**src/rtl/updn_counter_multi.sv**
```systemverilog
// updn_counter_multi: parametrised up/down counter with wrap, saturate and
// one-shot modes, registered terminal-count pulse and sticky saturation flag.
// Optional snapshot register guarded by macro COUNTER_SNAPSHOT_EN.
module updn_counter_multi #(
    parameter int WIDTH  = 8,
    parameter int LIMIT  = 2**WIDTH-1,
    parameter int STEP_W = 4
) (
    input  logic              Clock,
    input  logic              Reset,
    input  logic              Clear,
    input  logic              Enable,
    input  logic              Load,
    input  logic              UpDn,
    input  logic [1:0]        Mode,
    input  logic [STEP_W-1:0] Step,
    input  logic [WIDTH-1:0]  Data,
    output logic [WIDTH-1:0]  Q,
    output logic              Tc,
    output logic              Sat,
    output logic              Busy,
    output logic              Done
`ifdef COUNTER_SNAPSHOT_EN
    ,
    input  logic              Snap,
    output logic [WIDTH-1:0]  SnapQ
`endif
);

    // Wide enough to compare Step against LIMIT whichever is wider.
    localparam int EW = ((STEP_W > WIDTH) ? STEP_W : WIDTH) + 1;
    localparam logic [EW-1:0]    LIM_E  = EW'(LIMIT);
    localparam logic [WIDTH:0]   LIM_W1 = (WIDTH+1)'(LIMIT);
    localparam logic [WIDTH:0]   MOD_W1 = (WIDTH+1)'(LIMIT) + 1'b1;
    localparam logic [WIDTH-1:0] LIM_W  = WIDTH'(LIMIT);

    typedef enum logic [1:0] {IDLE, RUN, DONE} state_t;

    state_t state, state_nx;

    logic [EW-1:0]    step_e;
    logic [WIDTH-1:0] s;
    logic [WIDTH:0]   sum;
    logic [WIDTH-1:0] q_cnt;
    logic [WIDTH-1:0] load_val;
    logic             hit;
    logic             oneshot, sat_mode, cnt_en;

    assign oneshot  = (Mode == 2'b10);
    assign sat_mode = (Mode == 2'b01);
    assign step_e   = EW'(Step);
    assign s        = (step_e > LIM_E) ? LIM_E[WIDTH-1:0] : step_e[WIDTH-1:0];
    assign sum      = {1'b0, Q} + {1'b0, s};
    assign load_val = ({1'b0, Data} > LIM_W1) ? LIM_W : Data;
    assign cnt_en   = Enable && (!oneshot || state == RUN);
    assign Busy     = (state == RUN);
    assign Done     = (state == DONE);

    // Next count value and whether this step wrapped, clamped or hit the bound.
    always_comb begin
        q_cnt = Q;
        hit   = 1'b0;
        if (s != '0) begin
            if (sat_mode || oneshot) begin
                if (UpDn) begin
                    if (sum >= LIM_W1) begin
                        q_cnt = LIM_W;
                        hit   = 1'b1;
                    end else begin
                        q_cnt = sum[WIDTH-1:0];
                    end
                end else begin
                    if (s >= Q) begin
                        q_cnt = '0;
                        hit   = 1'b1;
                    end else begin
                        q_cnt = Q - s;
                    end
                end
            end else begin
                // Wrap (and reserved mode): modulo LIMIT+1.
                if (UpDn) begin
                    if (sum > LIM_W1) begin
                        q_cnt = WIDTH'(sum - MOD_W1);
                        hit   = 1'b1;
                    end else begin
                        q_cnt = sum[WIDTH-1:0];
                        hit   = (sum == LIM_W1);
                    end
                end else begin
                    if (s > Q) begin
                        q_cnt = WIDTH'({1'b0, Q} + MOD_W1 - {1'b0, s});
                        hit   = 1'b1;
                    end else begin
                        q_cnt = Q - s;
                        hit   = (Q == s);
                    end
                end
            end
        end
    end

    // One-shot sequencer state register.
    always_ff @(posedge Clock or posedge Reset) begin
        if (Reset) state <= IDLE;
        else       state <= state_nx;
    end

    // One-shot next state: Clear/Load dominate, leaving one-shot mode idles it.
    always_comb begin
        state_nx = state;
        if (Clear) begin
            state_nx = IDLE;
        end else if (Load) begin
            state_nx = oneshot ? RUN : IDLE;
        end else if (!oneshot) begin
            state_nx = IDLE;
        end else begin
            case (state)
                RUN:     if (Enable && hit) state_nx = DONE;
                DONE:    state_nx = DONE;
                default: state_nx = IDLE;
            endcase
        end
    end

    // Count, saturation flag and terminal-count pulse.
    always_ff @(posedge Clock or posedge Reset) begin
        if (Reset) begin
            Q   <= '0;
            Tc  <= 1'b0;
            Sat <= 1'b0;
        end else if (Clear) begin
            Q   <= '0;
            Tc  <= 1'b0;
            Sat <= 1'b0;
        end else if (Load) begin
            Q   <= load_val;
            Tc  <= 1'b0;
            Sat <= 1'b0;
        end else begin
            Tc <= cnt_en && hit;
            if (cnt_en) begin
                Q <= q_cnt;
                if (sat_mode && hit) Sat <= 1'b1;
            end
        end
    end

`ifdef COUNTER_SNAPSHOT_EN
    // Capture the pre-update count on Snap; unaffected by Clear/Load.
    always_ff @(posedge Clock or posedge Reset) begin
        if (Reset)     SnapQ <= '0;
        else if (Snap) SnapQ <= Q;
    end
`else
    // Snapshot register not built.
`endif

endmodule
```
**config.mk**
```make
export PLATFORM = sky130hd
export DESIGN_NAME = updn_counter_multi
export DESIGN_NICKNAME = d
export VERILOG_FILES = /design/src/rtl/updn_counter_multi.sv
export SDC_FILE = /design/constraint.sdc
export NUM_CORES = 1
export LEC_CHECK = 0
export CORE_MARGIN = 2
export CORE_UTILIZATION = 46
export CTS_CLUSTER_SIZE = 20
export DETAILED_ROUTE_END_ITERATION = 8
export PLACE_DENSITY_LB_ADDON = 0.3
export RECOVER_POWER = 100
export SYNTH_ARGS = -nofsm -noshare
export SYNTH_HDL_FRONTEND = slang
export SYNTH_SLANG_ARGS = --single-unit
```
**constraint.sdc**
```tcl
create_clock -name Clock -period 2.55 [get_ports Clock]
set_input_delay 0.255 -clock Clock [delete_from_list [all_inputs] [get_ports Clock]]
set_output_delay 0.255 -clock Clock [all_outputs]
set_load 0.02 [all_outputs]
```
Yosys cells after proc, flatten, opt, wreduce, memory -nomap -nowiden

Index checks and enable logic that the tools add are counted.

Flip-flop bits (word level): 12
Latch bits: 0
RAM bits: 0
ROM bits: 0
Input bits: 20
Output and inout bits: 12
Logic and storage cells: 66
Memories: 0

Add/sub/neg operators: 5
Multipliers: 0
Divide/modulo/power cells: 0
Magnitude comparators: 5
Eq/ne operators: 7
Shift-type cells: 0
Mux-type cells: 32
Bitwise gates (word level): 0
Reductions and logical operators: 13

Operators with widths:

| operator                                                                            | count |
|---|---|
| 8-bit 2-to-1 mux                                                                    | 12 |
| 8-bit subtractor                                                                    | 2 |
| 1-bit 2-to-1 mux                                                                    | 15 |
| 8-bit by 8-bit adder with 9-bit output                                              | 1 |
| 9-bit by 8-bit == test with 1-bit output, second input constant                     | 1 |
| 9-bit by 8-bit greater-or-equal comparator with 1-bit output, second input constant | 1 |
| 9-bit by 8-bit > comparator with 1-bit output, second input constant                | 1 |
| 3-bit nonzero test                                                                  | 3 |
| 8-bit by 1-bit adder with 8-bit output, second input constant                       | 1 |
| 8-bit == test                                                                       | 1 |
| 8-bit greater-or-equal comparator                                                   | 1 |
| 4-bit by 8-bit > comparator with 1-bit output, second input constant                | 1 |
| 8-bit > comparator                                                                  | 1 |
| 2-bit 2-to-1 mux                                                                    | 4 |
| 8-bit nonzero test                                                                  | 1 |
| 8-bit by 1-bit subtractor with 8-bit output, second input constant                  | 1 |
| 5-bit by 4-bit inequality test with 1-bit output, second input constant             | 1 |
| 2-bit by 1-bit == test with 1-bit output, second input constant                     | 2 |
| 2-bit == test, second input constant                                                | 2 |
| 1-bit logical AND                                                                   | 4 |
| 2-bit one-hot mux with 2 select lines                                               | 1 |
| 2-bit AND reduction                                                                 | 2 |
| 1-bit logical OR                                                                    | 2 |
| 1-bit zero test                                                                     | 1 |

Logic depth before layout (Yosys ltp)

Gate-level depths: netlist of the first run.

Word-level depth: 14
Gate-level depth with buffers: 10
Mapped depth without buffers: 10

Worst setup path before layout of the first run

Ideal clock, no wire load.

Path kind: flip-flop to flip-flop
Start point: reg Q[0]
End point: reg Q[0]
Arrival time: 2,519 ps
Data required time: 2,439 ps
Setup slack: -81 ps
Cell stages (with the launch flop): 9
Cell sequence: dfrtp_1 ha_1 fa_1 xor2_1 a211o_1 nor3_2 nand2_1 o311a_1 a2111oi_2

Longest elaborated chain between the ends: 9
Elaborated cells between the ends (all ways): 20

RTL lines:

| element                                                                                                 | line       | text |
|---|---|---|
| start, declared                                                                                         | 18         | `output logic [WIDTH-1:0] Q,` |
| start signal, assigned                                                                                  | 138        | `Q <= load_val;` |
| start signal, assigned                                                                                  | 144        | `Q <= q_cnt;` |
| 8-bit by 1-bit adder with 8-bit output / 8-bit by 8-bit adder with 9-bit output (equally long branches) | 92, 53     |  |
| 8-bit subtractor, or another cell as far along                                                          | 92         | `q_cnt = WIDTH'({1'b0, Q} + MOD_W1 - {1'b0, s});` |
| 8-bit 2-to-1 mux, on equally long branches                                                              | 91, 66, 83 |  |
| 8-bit 2-to-1 mux, on equally long branches                                                              | 82, 65     |  |
| 8-bit 2-to-1 mux *                                                                                      | 64         | `if (sat_mode \|\| oneshot) begin` |
| 8-bit 2-to-1 mux *                                                                                      | 63         | `if (s != '0) begin` |
| 8-bit 2-to-1 mux *                                                                                      | 143        | `if (cnt_en) begin` |
| 8-bit 2-to-1 mux *                                                                                      | 137        | `end else if (Load) begin` |
| 8-bit 2-to-1 mux *                                                                                      | 133        | `end else if (Clear) begin` |

Every way passes the cells marked *; elsewhere a longest branch is shown, timed or not. The select of a mux whose other input is x is not followed.
A chain may end at the register's enable or synchronous reset.

Worst setup path after layout of the first run

Same ends and word-level chain as after synthesis.

==> results by group, run 1 <==
Yosys
  – Post-synth ARST share: 100%
  – Flops & latches, synth: 12
  – Main combinational cell family by area after synthesis: compound AO/OA/AOI/OAI gates
  – Warnings, synthesis: 0
  – XOR/XNOR Fraction of Synth Area: approximately 2.4%
  – EDFF count, synth: 0
  – Share of the synthesized area in the top cell type: 20.6%
  – Post-synthesis compound-gate area fraction: ~30%
  – Syn Inst Count: roughly 180
  – Netlist Area Pre-Place: ~0.0015 mm^2
  – Top FF cell, synth: dfrtp_1
  – Syn_nets: 211
  – Area leader, netlist: dfrtp_1
  – Synth top area cells: dfrtp_1 21%, ha_1 10%, inv_1 3.9%, nand2b_1 3.4%, o21ai_0 3.1%
  – Mux share of post-synthesis cell area: less than 1%
  – Synth unique cells: 66
  – Simple-gate share of the synthesized area: a little over a quarter
  – Post-Synth Adder-Cell Area: between 10% and 20%
  – Sequential fraction of the synthesis area: 20.6%
  – Post-Syn Area per Cell: about 8.2 um^2

Outcome
  – Outcome: complete, but fails checks
  – Failing checks: setup timing

GRT
  – Total GRT Usage: 29.2%
  – Initial antenna violation count: 0
  – Vias in the first global route: between 1,500 and 2,000
  – Gr ovfl total: 0
  – Largest net degree at the start of global routing: 20
  – Global-route wire length before repair: ~7900 um

STA
  – Hold Fails Final Rpt: 0
  – Rel. slew slack: 63.4%
  – Fmax: 0.384 GHz
  – Final WS setup: -0.0570 ns
  – Worst hold margin: between 0.4 and 0.5 ns
  – Worst Tran Pin Value: approximately 0.55 ns
  – Final Setup Violations: 2
  – RSZ-0062 raised after global routing: yes
  – Max Transition Viols Final: 0
  – Period minus WS final: roughly 2.6 ns
  – Final period util: 102%
  – Worst Skew: 0.00612 ns

Die
  – CORE AREA: 0.00303 mm^2
  – Row Count: 20
  – Initial Utilization: 48.2%
  – Die span in y: about 60 um
  – Die area: 0.00364 mm^2
  – Chip Width: slightly above 60 um
  – IO Count: 32

Critical path
  – Startpoint Class: flip-flop
  – CP cell instances: ha_4 -> fa_2 -> nand4b_1 -> a211o_1 -> nor3_2 -> nand2_1 -> o311a_4 -> a2111oi_4
  – Max stage delay on crit path: 0.53 ns
  – Worst path arrival time: about 2.8 ns
  – Crit-path slowest cell: fa_2
  – Critical Path Fanout Max: 4
  – CP required: 2.73 ns
  – CP Capture Type: flip-flop
  – Crit Path Class: reg2reg

Pwr
  – Leak: about 0.0010 uW
  – Peak supply drop: 0.253 mV
  – Power Dens Cells: 431 mW/mm^2
  – Total Power: 967 uW

Finish
  – Antenna cells: 0
  – Final core utilization: 74.0%
  – Area delta synth->final: 53.7%
  – Share of cells above drive strength 1: a little over a quarter
  – Number of fill cells in the layout: around 240
  – # nets final: approximately 280

Clock network
  – Clock sink count: 12
  – Hold-fix buffers, CTS: 0
  – Clock Tree Root: clkbuf_4
  – Worst-skew pair later-pin latency: 0.29 ns
  – Clock Pin Slew Worst Setup and Hold Paths: 0.09 ns
  – Num CTS Buffers: 3
  – CTS HTree Levels: 1
  – Longest Clk Path Bufs: 2
  – TritonCTS clock tree: done

Route
  – Via/cell ratio: 6.12
  – Iter 0 DRT Violations: 108
  – Post-route ant nets: 0
  – Total vias in the final route: 1,794
  – Post-detailed-routing wire length: 5070 um
  – DRC violations left: 0
  – DR pass1 iterations: 4
  – Drt wl/cell: between 15 and 20 um

Place
  – IO buf count: 31
  – Routability cong.: slightly above 0.9
  – HPWL Detailed: 3890 um
  – DP Worst Slack: -0.368 ns

Flow run
  – Number of max-cap violations: 0

Worst hold path
  – Hold crit path type: in2async
layout by cell type (no fill, tap or decap), drive strengths merged, types with 2 or more instances in the layout:
cell	synthesis	routed
o31ai	3	3
ha	12	12
dlygate4sd3	0	12
nor2	9	9
o221ai	3	3
dfrtp	12	12
and2	2	2
o211ai	2	2
and4	2	2
or2	2	2
nand3b	2	2
nor3	7	7
xor2	3	3
nand2b	8	8
a21boi	2	2
o31a	3	3
inv	15	15
clkdlybuf4s50	0	17
nor4	2	2
nand3	4	4
a221oi	2	2
fa	2	2
or3	3	3
nor2b	4	4
and3	6	6
clkbuf	3	5
or3b	2	2
buf	4	43
a21oi	7	7
o21a	4	4
a211oi	2	2
o311ai	4	4
nand2	8	8
o21ai	9	9
worst max-delay path: cells and delay by family, from the launching register on:
| family | cells | cell delay, ns |
|---|---|---|
| AOI/OAI and AO/OA | 3 | 0.93 |
| adders and majority gates | 2 | 0.71 |
| DFF | 1 | 0.45 |
| and+or+nand+nor | 3 | 0.41 |
final cells by class:
class | count | area, um^2 | area share [%]
Clock buffer | 4 | 26.3 | 1.17
Sequential cell | 12 | 302 | 13.4
Tap cell | 44 | 55.1 | 2.46
Inverter | 16 | 60.1 | 2.68
Timing Repair Buffer | 75 | 649 | 29.0
Multi-Input combinational cell | 142 | 1150 | 51.3
cell usage after synthesis, types with 3 or more instances:
library cell and count:
a21oi_1 7, and3_1 5, dfrtp_1 12, ha_1 12, inv_1 15, nand2_1 8
nand2b_1 8, nand3_1 4, nor2_1 9, nor2b_1 4, nor3_1 6, o21a_1 4
o21ai_0 9, o221ai_1 3, o311ai_0 3, o31a_1 3, o31ai_1 3, or3_1 3
xor2_1 3
flip-flops by register name, indices dropped and copies added (netlist names):
name,flops
Q,8
Sat,1
Tc,1
state,2
through the flow:
stage | setup TNS (ns) | area, um^2 | cells
CTS | -0.0291 | 2150 | 290
finish | -0.109 | 2240 | 293
global placement | -2.31 | 2100 | 286
global route | -0.276 | 2240 | 293
floorplan | 0 | 1470 | 177
detailed placement | -3.13 | 2100 | 286
final timing paths:
check	from	endpoint	slack [ns]	depth (start not counted)
min in group Clock	Sat	Sat	0.54	1
hold / removal	Reset	Sat	0.44	2
hold reg to reg	Sat	Sat	0.54	1
max in group asynchronous	Reset	Q[0]	1.72	2
setup / recovery	Q[0]	Q[0]	-0.06	8
setup reg to reg	Q[0]	Q[0]	-0.06	8
logic make-up after synthesis:
kind of cell,Yosys count
AO/OA/AOI/OAI,57
XOR/XNOR,4
adder cells (fa/ha/maj),14
buffers and inverters,23
flip-flops,12
multiplexers,1
AND/OR/NAND/NOR,66
power breakdown:
part / switching (uW) / internal, uW
combinational: 300 / 299
sequential: 23.2 / 207
clock: 75.9 / 60.9
total: 400 / 567
per-layer routing:
metal	wire length (um)	part of all wire [%]	global-route usage (%)	vias to the layer above
li1	-	-	-	825
met1	2070	41	37.3	860
met2	2540	50	50.8	94
met3	371	7.3	4.33	15
met4	93	1.8	8.57	0
met5	0	0	0	-
repair_timing:
item / 4_1_cts / 5_1_grt
resized for setup: 5 / 14
buffers inserted: 0 / 3
endpoints found under the setup margin: 9 / 11
pin swaps: 1 / 6
Power figures use the tool's default switching activity.
==> run 2, diff against run 1 <==
==> constraint.sdc (replaced) <==
create_clock -name Clock -period 2.1 [get_ports Clock]
set_input_delay 0.21 -clock Clock [delete_from_list [all_inputs] [get_ports Clock]]
set_output_delay 0.21 -clock Clock [all_outputs]
set_load 0.02 [all_outputs]
==> results by group, run 2 (synthesis results as in run 1) <==
Outcome
  – Outcome: complete, but fails checks
  – Failing checks: setup timing

Critical path
  – Worst path arrival time: approximately 2.9 ns
  – Critical Path Fanout Max: 3
  – Crit Path Class: in2reg
  – Startpoint Class: input port
  – CP required: 2.32 ns
  – CP Capture Type: flip-flop

Route
  – Iter 0 DRT Violations: 190
  – Post-detailed-routing wire length: 7400 um
  – DR pass1 iterations: 5
  – Drt wl/cell: around 23 um
  – Via/cell ratio: 6.60
  – Total vias in the final route: ~2,100
  – DRC violations left: 0
  – Post-route ant nets: 0

STA
  – Final WS setup: -0.582 ns
  – Final Setup Violations: 12
  – Final period util: 128%
  – Fmax: 0.373 GHz
  – Period minus WS final: between 2 and 3 ns
  – Rel. slew slack: roughly three fifths
  – RSZ-0062 raised after global routing: yes
  – Worst Tran Pin Value: 0.604 ns
  – Max Transition Viols Final: 0
  – Worst Skew: 0.0108 ns
  – Worst hold margin: ~0.39 ns
  – Hold Fails Final Rpt: 0

Die
  – Chip Width: 60.3 um
  – CORE AREA: between 0.003 and 0.004 mm^2
  – Die span in y: 60.3 um
  – IO Count: 32
  – Initial Utilization: approximately half
  – Die area: 0.00364 mm^2
  – Row Count: 20

Finish
  – Most frequent cells in the layout: 62 x buf_4, 21 x clkdlybuf4s50_1, 13 x inv_1
  – # nets final: approximately 310
  – Multi-input combinational cell area: 0.00134 mm^2
  – Max reg flops: 8
  – Area delta synth->final: 83.4%
  – Top reg by flops: Q
  – Commonest non-fill, non-tap cell in the layout: buf_4
  – Reg area: just over 300 um^2
  – Number of fill cells in the layout: roughly 150
  – Final core utilization: 88.3%
  – Share of cells above drive strength 1: a little over two fifths
  – Leading registers by flop count: Q x8, state x2
  – Final Cell Area: 0.00268 mm^2
  – Antenna cells: 0

GRT
  – Initial antenna violation count: 0
  – Vias in the first global route: 2,037
  – Largest net degree at the start of global routing: 20
  – Total GRT Usage: a little over a third
  – Gr ovfl total: 0
  – Global-route wire length before repair: approximately 9600 um

Clock network
  – Clock Pin Slew Worst Setup and Hold Paths: approximately 0.10 ns
  – Clock sink count: 12
  – CTS HTree Levels: 1
  – TritonCTS clock tree: done
  – Worst-skew pair later-pin latency: 0.30 ns
  – Num CTS Buffers: 3
  – Clock Tree Root: clkbuf_4
  – Longest Clk Path Bufs: 2
  – Hold-fix buffers, CTS: 0

Place
  – HPWL Detailed: between 4000 and 5000 um
  – Routability cong.: 0.928
  – IO buf count: 31
  – DP Worst Slack: -0.776 ns
  – DP Area: around 0.0023 mm^2

Pwr
  – Peak supply drop: between 0.4 and 0.5 mV
  – Switching power: between 600 and 700 uW
  – Flop pwr share: 19.1%
  – Power share of the clock group: between 10% and 20%
  – Comb pwr share: between 60% and 70%
  – Int Power: about 820 uW
  – Switching part of the total power: between 40 and 50%
  – Leak: roughly 0.0012 uW
  – Power Dens Cells: approximately 540 mW/mm^2

Worst hold path
  – Hold crit path type: in2async

Flow run
  – Number of max-cap violations: 0
## run 2: changes by cell type in the layout (fill, tap and decap cells not counted), moves of 3 or more
cell,before,now
buf_4,40,62
buf_6,3,9
clkdlybuf4s50_1,17,21
o21ai_0,9,5
a21oi_1,7,4
## run 2: layout make-up
| cell class | instances | area share, % |
|---|---|---|
| multi-input combinational | 142 | 50.1 |
| timing repair buffer | 102 | 32.8 |
| sequential | 12 | 11.3 |
| inverter | 16 | 2.34 |
| tap | 44 | 2.06 |
| clock buffer | 4 | 1.36 |
## run 2: critical path, stage by stage
cell and delay (ns):
clkdlybuf4s50_1 0.52, ha_4 0.24, fa_2 0.54, nand4b_1 0.12, a211o_1 0.29, nor3_4 0.14, nand2_2 0.10, buf_4 0.15
buf_6 0.11, o31ai_4 0.27, a22o_1 0.20
## run 2: worst paths after layout
check / slack [ns] / startpoint / cells past startpoint / end
max in group asynchronous: 1.31 / Reset / 2 / Q[1]
worst max-delay path: -0.58 / Step[0] / 11 / Sat
worst max register to register: -0.56 / Q[0] / 10 / Sat
worst min register to register: 0.61 / state[1] / 2 / state[1]
min in group Clock: 0.55 / Data[2] / 2 / Q[2]
worst min-delay path: 0.39 / Reset / 2 / Tc
## run 2: what timing repair did
| item | 4_1_cts | 5_1_grt |
|---|---|---|
| setup buffers | 8 | 7 |
| gates resized for setup | 26 | 33 |
| setup endpoints to repair | 12 | 12 |
| gates cloned | 0 | 0 |
| pin swaps | 14 | 18 |
## run 2: layer usage
metal	up-vias	global-route usage (%)	wire, um	share of wire [%]
li1	871	-	-	-
met1	997	43.3	2610	35
met2	185	66.0	3550	48
met3	59	6.06	799	11
met4	0	11.1	432	5.8
met5	-	0	0	0
## run 2: stage by stage
stage,power (uW),setup TNS [ns],cells
2_1_floorplan,648,-1.38,177
3_3_place_gp,980,-6.57,305
3_5_place_dp,1000,-7.74,305
4_1_cts,1290,-3.90,317
5_1_grt,1490,-5.90,320
6_report,1450,-5.11,320
## run 2: power by group through the flow
stage	combinational [uW]	clock (uW)	sequential, uW
3_3_place_gp	703	0	278
3_5_place_dp	726	0	279
2_1_floorplan	340	0	308
5_1_grt	1000	207	279
6_report	965	206	277
4_1_cts	812	206	274
